`src/rtl/uart_core.sv`:
```
// uart_core: parametrised full-duplex UART with TX/RX FIFOs (valid/ready) and
// sticky RX error flags. uart_fifo is the shared first-word-fall-through buffer.
module uart_fifo #(
    parameter int WIDTH = 8,
    parameter int DEPTH = 16
) (
    input  logic                       clk,
    input  logic                       nreset,
    input  logic                       push_i,
    input  logic [WIDTH-1:0]           data_i,
    input  logic                       pop_i,
    output logic [WIDTH-1:0]           data_o,
    output logic [$clog2(DEPTH):0]     level_o,
    output logic                       full_o,
    output logic                       empty_o
);
    localparam int AW = $clog2(DEPTH);

    logic [WIDTH-1:0] mem_q [DEPTH];
    logic [AW:0]      wr_ptr_q;
    logic [AW:0]      rd_ptr_q;
    logic             do_push;
    logic             do_pop;

    assign level_o = wr_ptr_q - rd_ptr_q;
    assign empty_o = (wr_ptr_q == rd_ptr_q);
    assign full_o  = (wr_ptr_q[AW] != rd_ptr_q[AW]) && (wr_ptr_q[AW-1:0] == rd_ptr_q[AW-1:0]);
    assign do_pop  = pop_i && !empty_o;
    // A pop in the same cycle frees the slot, so a push into a full FIFO still lands.
    assign do_push = push_i && (!full_o || do_pop);
    assign data_o  = mem_q[rd_ptr_q[AW-1:0]];

    always_ff @(posedge clk) begin
        if (!nreset) begin
            wr_ptr_q <= '0;
            rd_ptr_q <= '0;
        end else begin
            if (do_push) wr_ptr_q <= wr_ptr_q + 1'b1;
            if (do_pop)  rd_ptr_q <= rd_ptr_q + 1'b1;
        end
    end

    // NOTE: storage is deliberately not reset; the pointers alone define valid contents.
    always_ff @(posedge clk) begin
        if (do_push) mem_q[wr_ptr_q[AW-1:0]] <= data_i;
    end
endmodule

module uart_core #(
    parameter int CLK_DIV   = 16,
    parameter int DATA_BITS = 8,
    parameter int PARITY    = 0,
    parameter int STOP_BITS = 1,
    parameter int TX_DEPTH  = 16,
    parameter int RX_DEPTH  = 16
) (
    input  logic                        clk,
    input  logic                        nreset,
    input  logic                        rx_i,
    output logic                        tx_o,
    input  logic [DATA_BITS-1:0]        tx_data_i,
    input  logic                        tx_valid_i,
    output logic                        tx_ready_o,
    output logic [DATA_BITS-1:0]        rx_data_o,
    output logic                        rx_valid_o,
    input  logic                        rx_ready_i,
    output logic                        rx_frame_err_o,
    output logic                        rx_parity_err_o,
    output logic                        rx_overrun_o,
    input  logic                        err_clear_i,
    output logic                        tx_busy_o,
    output logic [$clog2(TX_DEPTH):0]   tx_level_o,
    output logic [$clog2(RX_DEPTH):0]   rx_level_o
);
    localparam int             CW       = $clog2(CLK_DIV);
    localparam int             BW       = $clog2(DATA_BITS + 1);
    localparam logic [CW-1:0]  BIT_END  = CW'(CLK_DIV - 1);
    localparam logic [CW-1:0]  HALF_END = CW'(CLK_DIV / 2 - 1);
    localparam logic           ODD      = (PARITY == 1);

    typedef enum logic [2:0] {S_IDLE, S_START, S_DATA, S_PARITY, S_STOP} state_e;

    // ---------------- transmitter ----------------
    logic                 tx_full, tx_empty, tx_pop, tx_bit_end, tx_last_stop;
    logic [DATA_BITS-1:0] tx_head;
    state_e               tx_state_q;
    logic [CW-1:0]        tx_cnt_q;
    logic [BW-1:0]        tx_bit_q;
    logic [DATA_BITS-1:0] tx_shift_q;
    logic                 tx_par_q, tx_q;

    assign tx_ready_o   = !tx_full;
    assign tx_o         = tx_q;
    assign tx_busy_o    = (tx_state_q != S_IDLE) || !tx_empty;
    assign tx_bit_end   = (tx_cnt_q == BIT_END);
    assign tx_last_stop = (tx_state_q == S_STOP) && tx_bit_end && (tx_bit_q == BW'(STOP_BITS - 1));
    // Popping at the end of the last stop bit gives back-to-back frames with no idle gap.
    assign tx_pop       = !tx_empty && ((tx_state_q == S_IDLE) || tx_last_stop);

    uart_fifo #(.WIDTH(DATA_BITS), .DEPTH(TX_DEPTH)) u_tx_fifo (
        .clk(clk), .nreset(nreset), .push_i(tx_valid_i && tx_ready_o), .data_i(tx_data_i),
        .pop_i(tx_pop), .data_o(tx_head), .level_o(tx_level_o), .full_o(tx_full), .empty_o(tx_empty)
    );

    always_ff @(posedge clk) begin
        if (!nreset) begin
            tx_state_q <= S_IDLE;
            tx_cnt_q   <= '0;
            tx_bit_q   <= '0;
            tx_shift_q <= '0;
            tx_par_q   <= 1'b0;
            tx_q       <= 1'b1;
        end else begin
            tx_cnt_q <= tx_bit_end ? '0 : tx_cnt_q + 1'b1;
            case (tx_state_q)
                S_IDLE: begin
                    tx_cnt_q <= '0;
                    if (tx_pop) begin
                        tx_shift_q <= tx_head;
                        tx_par_q   <= (^tx_head) ^ ODD;
                        tx_q       <= 1'b0;
                        tx_state_q <= S_START;
                    end
                end
                S_START: if (tx_bit_end) begin
                    tx_q       <= tx_shift_q[0];
                    tx_bit_q   <= '0;
                    tx_state_q <= S_DATA;
                end
                S_DATA: if (tx_bit_end) begin
                    if (tx_bit_q == BW'(DATA_BITS - 1)) begin
                        tx_bit_q   <= '0;
                        tx_q       <= (PARITY != 0) ? tx_par_q : 1'b1;
                        tx_state_q <= (PARITY != 0) ? S_PARITY : S_STOP;
                    end else begin
                        tx_shift_q <= tx_shift_q >> 1;
                        tx_q       <= tx_shift_q[1];
                        tx_bit_q   <= tx_bit_q + 1'b1;
                    end
                end
                S_PARITY: if (tx_bit_end) begin
                    tx_q       <= 1'b1;
                    tx_state_q <= S_STOP;
                end
                S_STOP: if (tx_bit_end) begin
                    if (!tx_last_stop) begin
                        tx_bit_q <= tx_bit_q + 1'b1;
                    end else if (tx_pop) begin
                        tx_shift_q <= tx_head;
                        tx_par_q   <= (^tx_head) ^ ODD;
                        tx_q       <= 1'b0;
                        tx_state_q <= S_START;
                    end else begin
                        tx_state_q <= S_IDLE;
                    end
                end
                default: tx_state_q <= S_IDLE;
            endcase
        end
    end

    // ---------------- receiver ----------------
    logic                 rx_s1_q, rx_s2_q, rx_s3_q, rx_fall;
    logic                 rx_full, rx_empty, rx_pop, rx_push, rx_sample, rx_par_ok;
    state_e               rx_state_q;
    logic [CW-1:0]        rx_cnt_q;
    logic [BW-1:0]        rx_bit_q;
    logic [DATA_BITS-1:0] rx_shift_q;
    logic                 rx_par_bit_q;

    assign rx_fall    = rx_s3_q && !rx_s2_q;
    assign rx_sample  = (rx_state_q == S_STOP) && (rx_cnt_q == BIT_END);
    assign rx_par_ok  = (PARITY == 0) || (rx_par_bit_q == ((^rx_shift_q) ^ ODD));
    assign rx_push    = rx_sample && rx_s2_q && rx_par_ok;
    assign rx_valid_o = !rx_empty;
    assign rx_pop     = rx_valid_o && rx_ready_i;

    uart_fifo #(.WIDTH(DATA_BITS), .DEPTH(RX_DEPTH)) u_rx_fifo (
        .clk(clk), .nreset(nreset), .push_i(rx_push), .data_i(rx_shift_q),
        .pop_i(rx_pop), .data_o(rx_data_o), .level_o(rx_level_o), .full_o(rx_full), .empty_o(rx_empty)
    );

    // Synchroniser resets to the idle level so reset never fakes a start edge.
    always_ff @(posedge clk) begin
        if (!nreset) begin
            rx_s1_q <= 1'b1;
            rx_s2_q <= 1'b1;
            rx_s3_q <= 1'b1;
        end else begin
            rx_s1_q <= rx_i;
            rx_s2_q <= rx_s1_q;
            rx_s3_q <= rx_s2_q;
        end
    end

    always_ff @(posedge clk) begin
        if (!nreset) begin
            rx_state_q   <= S_IDLE;
            rx_cnt_q     <= '0;
            rx_bit_q     <= '0;
            rx_shift_q   <= '0;
            rx_par_bit_q <= 1'b0;
        end else begin
            rx_cnt_q <= rx_cnt_q + 1'b1;
            case (rx_state_q)
                S_IDLE: begin
                    rx_cnt_q <= '0;
                    if (rx_fall) rx_state_q <= S_START;
                end
                S_START: if (rx_cnt_q == HALF_END) begin
                    rx_cnt_q   <= '0;
                    rx_bit_q   <= '0;
                    rx_state_q <= rx_s2_q ? S_IDLE : S_DATA;
                end
                S_DATA: if (rx_cnt_q == BIT_END) begin
                    rx_cnt_q   <= '0;
                    rx_shift_q <= {rx_s2_q, rx_shift_q[DATA_BITS-1:1]};
                    if (rx_bit_q == BW'(DATA_BITS - 1))
                        rx_state_q <= (PARITY != 0) ? S_PARITY : S_STOP;
                    else
                        rx_bit_q <= rx_bit_q + 1'b1;
                end
                S_PARITY: if (rx_cnt_q == BIT_END) begin
                    rx_cnt_q     <= '0;
                    rx_par_bit_q <= rx_s2_q;
                    rx_state_q   <= S_STOP;
                end
                S_STOP: if (rx_cnt_q == BIT_END) begin
                    rx_cnt_q   <= '0;
                    rx_state_q <= S_IDLE;
                end
                default: rx_state_q <= S_IDLE;
            endcase
        end
    end

    // Set wins over err_clear_i when both happen in the same cycle.
    always_ff @(posedge clk) begin
        if (!nreset) begin
            rx_frame_err_o  <= 1'b0;
            rx_parity_err_o <= 1'b0;
            rx_overrun_o    <= 1'b0;
        end else begin
            rx_frame_err_o  <= (rx_sample && !rx_s2_q) || (rx_frame_err_o && !err_clear_i);
            rx_parity_err_o <= (rx_sample && rx_s2_q && !rx_par_ok) || (rx_parity_err_o && !err_clear_i);
            rx_overrun_o    <= (rx_push && rx_full && !rx_pop) || (rx_overrun_o && !err_clear_i);
        end
    end
endmodule

```
`config.mk`:
```
export PLATFORM = sky130hd
export DESIGN_NAME = uart_core
export DESIGN_NICKNAME = d
export VERILOG_FILES = /design/src/rtl/uart_core.sv
export SDC_FILE = /design/constraint.sdc
export NUM_CORES = 1
export LEC_CHECK = 0
export ABC_AREA = 1
export CAP_MARGIN = 15
export CORE_ASPECT_RATIO = 1.25
export CORE_MARGIN = 3
export CORE_UTILIZATION = 46
export DETAILED_ROUTE_END_ITERATION = 16
export MAX_ROUTING_LAYER = met4
export SLEW_MARGIN = 20
export SYNTH_ARGS = -nofsm -noshare
export SYNTH_HDL_FRONTEND = slang
export SYNTH_SLANG_ARGS = --single-unit
```
`constraint.sdc`:
```
create_clock -name clk -period 2 [get_ports clk]
set_clock_uncertainty 0.15 [all_clocks]
set_input_delay 0.2 -clock clk [delete_from_list [all_inputs] [get_ports clk]]
set_output_delay 0.2 -clock clk [all_outputs]
set_load 0.02 [all_outputs]
```
==> qor.csv <==
stage,metric,value,unit
synthesis,cells after synthesis,1332,
grt,gr usage total,20.4,%
cts,clock tree sinks,329,
synthesis,post-synth top area share,54.6,%
finish,most frequent cells in the layout,"edfxtp_1, nand2_1, inv_1, buf_4, nand3_1",
worst_hold_path,HP Class,in2reg,
pwr,static leakage,7.16,nW
grt,vias in the first global route,9704,
worst_setup_path,CP peak stage delay,460,ps
cts,CTS root buffer,clkbuf_16,
run,Max Cap Viol,0,
timing,period utilisation layout,116,%
timing,final setup margin,-330,ps
cts,Clock Latency Late Sink,510,ps
die,DIE HEIGHT,202,µm
timing,worst slew pin tran,732,ps
timing,setup_tns,-12120,ps
grt,global route total overflow,0,
worst_setup_path,"Buf+Inv Stages, Crit Path",3,
worst_setup_path,CP arrival,1980,ps
synthesis,ranking of synthesized cells by area,"edfxtp_1, dfxtp_1, nand2_1",
timing,fin. max-slew vios,0,
worst_setup_path,slowest cell on the critical path,dfxtp_4,
cts,CTS Buffer Depth,3,
place,IO buf count,38,
finish,ratio of cells with drive above 1 in the final layout,25.4,%
finish,Multi-input gate area,4880,µm²
finish,nets,1554,
finish,antenna cell count,0,
timing,shortest period the worst path allows,2330,ps
grt,first-pass GRT wire length,51000,µm
route,DRT antenna net count,0,
route,wire length per cell,16.9,µm
finish,register area,9170,µm²
timing,FMAX,429,MHz
place,Placed Area,16000,µm²
cts,# H-tree levels,2,
timing,WHS,102,ps
die,initial core utilization,46.7,%
worst_setup_path,cell family with most CP delay,flip-flops,
worst_setup_path,CP Launch Type,register,
timing,RSZ-0062 raised after global routing,yes,
place,global placer's final weighted congestion,0.826,
die,area of the core,30100,µm²
synthesis,"area leader, netlist",edfxtp_1,
synthesis,sequential area share after synthesis,65.0,%
outcome,outcome,"complete, but fails checks",
worst_setup_path,Critical Path End Type,output port,
die,# rows,71,
cts,CTS buffer count,34,
synthesis,synth unique cells,38,
finish,Filler Cell Count,2378,
finish,"most common cell after layout, fill and taps aside",edfxtp_1,
worst_setup_path,CP required,1650,ps
synthesis,Mapped Area,14100,µm²
place,dpl ws,-406,ps
cts,CTS tree,built,
die,die area,32700,µm²
route,DR pass1 iterations,5,
synthesis,"Warnings, synthesis",0,
route,drt initial violations,581,
die,I/O pin total,39,
timing,Slew HR,51.1,%
pwr,PwrDens,1060,nW/µm²
worst_setup_path,most frequent CP cell,buf_12,
worst_setup_path,crit-path cells,"buf_12, buf_12, mux2i_4, o211ai_1, nand3_1, nand2_1, buf_6",
cts,clk slew on worst S/H paths,60,ps
route,Residual DRC,0,
synthesis,syn_nets,1371,
synthesis,synthesized flop and latch total,329,
timing,Setup-failing EPs final,165,
grt,initial antenna violation count,0,
grt,pin count of the biggest net entering global routing,40,
finish,"Area growth, synth to finish",29.7,%
pwr,maximum VDD drop,0.000806,V
worst_setup_path,CP max FO,7,
route,Vias/cell,5.09,
outcome,failing checks,negative setup slack,
die,die width,162,µm
place,half-perimeter wire length after placement,21100,µm
timing,"Hold Vio Cnt, Final",0,
route,vias,9872,
synthesis,Mapped Avg Cell Area,10.6,µm²
worst_setup_path,critical path class,reg2out,
finish,"Design Area, Final",18300,µm²
route,DRT Wirelength,32800,µm
metal layers:
layer / global-route usage (%) / wire [µm] / share of wire (%) / up-vias
met1: 22.8 / 12800 / 39 / 4709
li1: - / - / - / 4888
met2: 37.3 / 17900 / 55 / 212
met3: 2.92 / 1170 / 3.6 / 63
met4: 6.31 / 979 / 3.0 / 0
met5: - / 0 / 0 / -
cell families (layout without fill, tap and decap cells):
group	count (synthesis)	count (layout)	share of synthesized area [%]
and+or+nand+nor	512	512	15.3
xor gates and xnor gates	12	12	0.747
muxes	32	32	2.28
adders and majority gates	25	25	2.33
AOI/OAI and AO/OA	209	209	8.36
buffers and inverters	213	419	6.01
DFF	329	329	65.0
area by class of cell:
class / instances / share of cell area [%]
clock inverter: 15 / 0.672
clock buffer: 44 / 5.00
timing repair buffer: 202 / 11.3
multi-input combinational: 790 / 26.7
sequential: 329 / 50.2
inverter: 158 / 3.33
tap: 401 / 2.75
flip-flops by register name (all words and copies together), names as in the netlist, named ones only:
register            count
rx_bit_q                4
u_rx_fifo.mem_q       128
tx_shift_q              8
tx_cnt_q                4
rx_shift_q              8
rx_state_q              3
u_rx_fifo.rd_ptr_q      5
rx_s3_q                 1
u_rx_fifo.wr_ptr_q      5
rx_parity_err_o         1
u_tx_fifo.mem_q       128
tx_o                    1
rx_s1_q                 1
u_tx_fifo.rd_ptr_q      5
rx_cnt_q                4
rx_overrun_o            1
tx_state_q              3
u_tx_fifo.wr_ptr_q      5
rx_frame_err_o          1
tx_bit_q                4
rx_s2_q                 1
Yosys cell counts (all sizes together):
cell / count
clkbuf: 26
dfxtp: 73
fa: 2
o211ai: 37
xnor2: 5
nand3: 116
a22oi: 1
edfxtp: 256
nor3: 6
xor2: 7
a211oi: 1
ha: 23
and2: 1
o21ai: 90
clkinv: 2
nand4: 1
o21a: 1
a21oi: 79
nor4: 1
buf: 29
inv: 156
nor2: 121
nand2: 263
or2: 3
mux2i: 32
path summary, 6_finish.rpt:
path	startpoint	end	slack, ps	cells after the start
max	register	rx_data_o[1]	-330	7
min	rx_i	rx_s1_q	100	2
max reg2reg	u_rx_fifo.wr_ptr_q[3]	u_rx_fifo.mem_q[11][3]	-120	7
min reg2reg	rx_s1_q	rx_s2_q	260	1
worst register-to-register path: stages, from the launching register on:
cell and delay, ps:
dfxtp_1 420, ha_4 250, nand4_1 100, inv_2 60, a21oi_4 290, buf_6 150, nand3_4 90, nor2_4 270
what timing repair did:
item                       CTS  global route
cloned                       2             1
pin swaps                   46            37
setup buffers               26            19
hold buffers                 0             0
setup endpoints to repair  291           285
resized for setup          259            77
hold endpoints to repair     0             0
through the flow:
step	util, %	power, mW	instances
after CTS	59.3	19.1	1923
after floorplan	-	10.9	1332
after detailed placement	53.2	12.5	1838
after global routing	60.6	20.4	1939
after global placement	53.2	12.5	1838
final	60.6	19.4	1939
power by group:
group	internal, mW	total, mW	leakage (nW)	switching [mW]
registers	7.58	7.78	3.21	0.201
logic	2.43	5.65	3.44	3.22
clock network	3.47	5.93	0.504	2.46
No activity file was read; power rests on OpenSTA's default activity.
